--- src/rtl/alu_pkg.sv ---
// Shared ALU definitions: control codes, divider states and constants.
// Imported by the execute-stage arithmetic blocks.
package alu_pkg;

    typedef enum logic [2:0] {
        IDLE,
        PREP,
        ITER,
        FIX,
        DONE
    } div_state_e;

    localparam logic [3:0] ALU_DIVU = 4'b1100;
    localparam logic [3:0] ALU_DIV  = 4'b1101;

    localparam int DATA_W = 32;

    localparam logic [DATA_W-1:0] DIV_ZERO_QUOT = '1;
    localparam logic [DATA_W-1:0] SIGNED_MIN =
        {1'b1, {(DATA_W-1){1'b0}}};

endpackage

--- src/rtl/alu_divider_step.sv ---
// One restoring division iteration: shift in the next dividend bit,
// trial-subtract the divisor and keep the difference if non-negative.
module div_step #(
    parameter int WIDTH = 32
) (
    input  logic [WIDTH-1:0] rem,
    input  logic             msb,
    input  logic [WIDTH-1:0] divisor,
    output logic [WIDTH-1:0] rem_next,
    output logic             q_bit
);

    logic [WIDTH:0] shifted;
    logic [WIDTH:0] trial;

    assign shifted  = {rem, msb};
    assign trial    = shifted - {1'b0, divisor};
    assign q_bit    = ~trial[WIDTH];
    assign rem_next = q_bit ? trial[WIDTH-1:0]
                            : shifted[WIDTH-1:0];

endmodule

--- src/rtl/alu_divider.sv ---
// Multi-cycle restoring divider beside the execute-stage ALU.
// Magnitudes are divided unsigned; signs are fixed up in FIX.
module alu_divider
    import alu_pkg::*;
#(
    parameter int WIDTH = DATA_W,
    parameter int CNT_W = 6
) (
    input  logic             clk,
    input  logic             rst_n,
    input  logic             start,
    input  logic             signed_op,
    input  logic [WIDTH-1:0] a,
    input  logic [WIDTH-1:0] b,
    output logic             busy,
    output logic             done,
    output logic [WIDTH-1:0] quotient,
    output logic [WIDTH-1:0] remainder,
    output logic             zero_flag,
    output logic             sign_flag,
    output logic             div_by_zero,
    output logic             overflow_flag
);

    localparam logic [WIDTH-1:0] ALL1  = '1;
    localparam logic [WIDTH-1:0] MIN_V =
        {1'b1, {(WIDTH-1){1'b0}}};

    div_state_e state, state_nxt;

    logic [WIDTH-1:0] a_q, b_q;
    logic [WIDTH-1:0] rem_q, dvd_q, dvs_q;
    logic             sgn_q;
    logic [CNT_W-1:0] cnt_q;

    logic             is_zero, is_ovf;
    logic             a_neg, b_neg;
    logic [WIDTH-1:0] step_rem;
    logic             step_q;
    logic [WIDTH-1:0] fix_q, fix_r;

    assign is_zero = (b_q == '0);
    assign is_ovf  = sgn_q && (a_q == MIN_V)
                     && (b_q == ALL1);
    assign a_neg   = sgn_q & a_q[WIDTH-1];
    assign b_neg   = sgn_q & b_q[WIDTH-1];

    assign busy = (state != IDLE);
    assign done = (state == DONE);

    div_step #(.WIDTH(WIDTH)) u_step (
        .rem      (rem_q),
        .msb      (dvd_q[WIDTH-1]),
        .divisor  (dvs_q),
        .rem_next (step_rem),
        .q_bit    (step_q)
    );

    always_comb begin
        fix_q = dvd_q;
        fix_r = rem_q;
        unique case (1'b1)
            is_zero: begin
                fix_q = ALL1;
                fix_r = a_q;
            end
            is_ovf: begin
                fix_q = MIN_V;
                fix_r = '0;
            end
            default: begin
                if (a_neg ^ b_neg) fix_q = -dvd_q;
                if (a_neg)         fix_r = -rem_q;
            end
        endcase
    end

    always_ff @(posedge clk or negedge rst_n) begin
        if (!rst_n) state <= IDLE;
        else        state <= state_nxt;
    end

    always_comb begin
        state_nxt = state;
        unique case (state)
            IDLE: if (start) state_nxt = PREP;
            PREP: state_nxt = (is_zero || is_ovf)
                              ? FIX : ITER;
            ITER: if (cnt_q == CNT_W'(1))
                      state_nxt = FIX;
            FIX:  state_nxt = DONE;
            DONE: state_nxt = IDLE;
            default: state_nxt = IDLE;
        endcase
    end

    always_ff @(posedge clk or negedge rst_n) begin
        if (!rst_n) begin
            a_q           <= '0;
            b_q           <= '0;
            sgn_q         <= 1'b0;
            rem_q         <= '0;
            dvd_q         <= '0;
            dvs_q         <= '0;
            cnt_q         <= '0;
            quotient      <= '0;
            remainder     <= '0;
            zero_flag     <= 1'b0;
            sign_flag     <= 1'b0;
            div_by_zero   <= 1'b0;
            overflow_flag <= 1'b0;
        end else begin
            unique case (state)
                IDLE: if (start) begin
                    a_q   <= a;
                    b_q   <= b;
                    sgn_q <= signed_op;
                end
                PREP: begin
                    dvd_q <= a_neg ? -a_q : a_q;
                    dvs_q <= b_neg ? -b_q : b_q;
                    rem_q <= '0;
                    cnt_q <= CNT_W'(WIDTH);
                end
                ITER: begin
                    rem_q <= step_rem;
                    dvd_q <= {dvd_q[WIDTH-2:0], step_q};
                    cnt_q <= cnt_q - CNT_W'(1);
                end
                FIX: begin
                    quotient      <= fix_q;
                    remainder     <= fix_r;
                    zero_flag     <= (fix_q == '0);
                    sign_flag     <= fix_q[WIDTH-1];
                    div_by_zero   <= is_zero;
                    overflow_flag <= is_ovf;
                end
                default: ;
            endcase
        end
    end

endmodule

--- config.mk ---
export PLATFORM = sky130hd
export DESIGN_NAME = alu_divider
export DESIGN_NICKNAME = d
export VERILOG_FILES = /design/src/rtl/alu_pkg.sv /design/src/rtl/alu_divider_step.sv /design/src/rtl/alu_divider.sv
export SDC_FILE = /design/constraint.sdc
export NUM_CORES = 1
export LEC_CHECK = 0
export CAP_MARGIN = 25
export CORE_MARGIN = 2
export CORE_UTILIZATION = 50
export DETAILED_ROUTE_END_ITERATION = 6
export GPL_TIMING_DRIVEN = 0
export HOLD_SLACK_MARGIN = 0.15
export PLACE_DENSITY = 0.85
export SYNTH_ARGS = -nofsm -noshare
export SYNTH_HDL_FRONTEND = slang
export SYNTH_HIERARCHICAL = 1
export SYNTH_SLANG_ARGS = --single-unit
--- constraint.sdc ---
create_clock -name clk -period 3.6 [get_ports clk]
set_input_delay 0.36 -clock clk [delete_from_list [all_inputs] [get_ports clk]]
set_output_delay 0.36 -clock clk [all_outputs]
set_load 0.05 [all_outputs]
==> impl_metrics.yaml <==
synth:
  yosysSeqAreaShare_pct: 41.0
  ys_types: 89
  syn_nets: 1637
  yosysTopAreaCellShare_pct: 41.0
  syn-cell-area_um2: 14500
  yosysWarningCount: 6
  synth_area_leaders: "dfrtp_1, o21ai_0, mux2_2, xor2_1, xnor2_1"
  syn_inst: 1529
  synth.most_common_cell: "dfrtp_1"
  syn-mean-instance-area_um2: 9.45
  synth_top_area_cell: "dfrtp_1"
  ys.flop_type: "dfrtp_1"
  yosys-top-cells-count: "dfrtp_1, o21ai_0, nand2_1, a21oi_1, nor2_1"
  ys_async_sr_fraction_pct: 100
  synth_seq_cells: 237
  synth_edf_count: 0
die:
  die_area_um2: 30300
  fp-row-count: 62
  start_util_pct: 50.6
  io_pins: 138
  coreArea_um2: 28500
  fp.dieH_um: 174
  die_x_um: 174
critical_path:
  worstPathArrival_ps: 3920
  path_class: "register to register"
  crit_path_start_kind: "register"
  critPathCaptureType: "register"
  critPathRequiredTime_ps: 4020
  worst-path-max-fanout: 10
layout:
  nNetsFinal: 1811
  postLayoutCoreUtil_pct: 61.0
  antenna_cells: 0
  area_delta_synth_final_pct: 20.5
  drive_above_1_share_pct: 11.8
  final_cell_area_um2: 17400
sta:
  worst_pin_slew_ps: 1020
  max_freq_mhz: 286
  layout_min_cycle_time_ps: 3500
  final_max_slew_viol_count: 0
  setup_viol: 0
  hold_violations: 0
  finClkSkew_ps: 24.4
  fin_crit_sh_pct: 97.1
  maxSlewHeadroom_pct: 32.0
global_route:
  grt_usage_pct: 26.8
  overflow: 0
  grt_start_max_net_pins: 126
  grt_pass1_vias: 12400
  grt_pass1_wl_um: 65000
  antenna_found_initial: 0
route:
  firstDrtPassIters: 5
  drtAntennaViolNets: 0
  post_drt_via_cell_ratio: 6.00
  wirelength_um: 41600
  num_vias: 12600
  wire_per_inst_um: 19.8
  route.detailed.drc: 0
  drt-initial-drc-count: 931
cts:
  clock_sinks: 237
  insertion_delay_ps: 550
  cts_root_buffer: "clkbuf_16"
  path_clk_slew_ps: 60
  cts_buffers: 26
  cts_tree: "built"
  cts_buffer_depth: 3
  htree_levels: 1
job:
  drv_cap: 0
placement:
  gp_congestion: 0.947
  hpwl_um: 31300
  port_buffers: 137
  placed_area_um2: 16400
worst_hold_path:
  min_path_type: "primary input to register"
run_status:
  status: "finished clean"
## path summary, 6_finish.rpt
kind | from | end | slack, ps | cells after the start
setup / recovery | dvd_q[31]$_DFFE_PN0P_ | rem_q[8]$_DFFE_PN0P_ | 100 | 16
hold / removal | b[0] | b_q[0]$_DFFE_PN0P_ | 400 | 3
setup reg to reg | dvd_q[31]$_DFFE_PN0P_ | rem_q[8]$_DFFE_PN0P_ | 100 | 16
hold reg to reg | cnt_q[5]$_DFFE_PN0P_ | cnt_q[5]$_DFFE_PN0P_ | 470 | 1
max in group asynchronous | rst_n | b_q[7]$_DFFE_PN0P_ | 1990 | 3
min in group asynchronous | rst_n | quotient[1]$_DFFE_PN0P_ | 470 | 2
## kinds of logic (layout without fill, tap and decap cells)
group | after synthesis | after routing | synth area share (%)
XOR/XNOR | 146 | 146 | 8.85
AO/OA/AOI/OAI | 466 | 466 | 20.6
multiplexers | 87 | 87 | 7.32
AND/OR/NAND/NOR | 405 | 405 | 14.1
buffers and inverters | 148 | 341 | 4.65
adder cells (fa/ha/maj) | 40 | 40 | 3.51
flip-flops | 237 | 237 | 41.0
## critical path: stages, from the launching register on
cell and delay (ps):
dfrtp_2 400, inv_1 60, ha_2 200, fa_2 350, and2b_2 260, o2111ai_4 130
a21oi_4 210, o2111ai_4 170, a211oi_4 280, nor2_4 70, mux2i_4 200, and2_4 170
buf_12 140, clkinv_8 80, buf_12 140, mux2_4 300, a22o_1 220
## sequential cells by signal (all words and copies together), names as in the netlist
signal / cells
remainder: 32
sgn_q: 1
state: 3
a_q: 32
quotient: 32
dvd_q: 32
rem_q: 32
dvs_q: 32
cnt_q: 6
overflow_flag: 1
zero_flag: 1
b_q: 32
div_by_zero: 1
## layout by cell type (no fill, tap or decap), types with 7 or more instances in the layout
master           count
a21o_1              17
a21oi_1            108
a22o_1              28
a22oi_1             36
a31oi_1             12
and3_1              10
buf_1                7
buf_4               10
clkbuf_1            72
clkbuf_16           28
clkdlybuf4s50_1    136
dfrtp_1            232
ha_1                30
ha_2                 9
inv_1               54
mux2_2              64
mux2_4              19
nand2_1            122
nand2b_1             9
nand3_1             27
nand4_1             14
nor2_1              82
nor3_1              49
nor4_1              18
o211ai_1             7
o21a_1              24
o21ai_0            150
o22a_1               9
o31ai_1             27
o41ai_1             10
or3_1                8
or4_1               18
xnor2_1             67
xor2_1              78
## stage by stage
stage	hold WS [ps]	setup TNS, ps	std cells	worst slack (ps)
after floorplan	64.4	0	1529	138
after global placement	455	-1752080	2050	-7370
after detailed placement	472	-13180	2052	-557
after CTS	392	0	2105	11.8
after global routing	422	-1.38	2106	-1.38
final	400	0	2106	103
## timing repair
item / 4_1_cts / 5_1_grt
buffers inserted: 5 / 0
resized for setup: 5 / 23
pin swaps: 4 / 0
endpoints found under the setup margin: 35 / 35
hold buffers: 1 / 0
gates cloned: 0 / 1
endpoints found under the hold margin: 112 / 0
## layer usage
| layer | share of wire, % | vias to the layer above | GRT usage (%) |
|---|---|---|---|
| li1 | - | 5901 | - |
| met1 | 39 | 6068 | 32.8 |
| met2 | 50 | 549 | 47.1 |
| met3 | 6.0 | 114 | 3.13 |
| met4 | 4.6 | 0 | 12.7 |
| met5 | 0 | - | 0 |
## area by class of cell
cell class | instances | area, µm²
inverter | 55 | 219
tap | 384 | 480
fill | 2400 | 11100
clock buffer | 38 | 777
multi-input combinational | 1144 | 7960
timing repair buffer | 146 | 1490
sequential | 237 | 5940
clock inverter | 9 | 98.8
buffer | 93 | 460
Power is not shown: default switching activity piles up to over one toggle a cycle in this logic, so the estimate is an artifact.
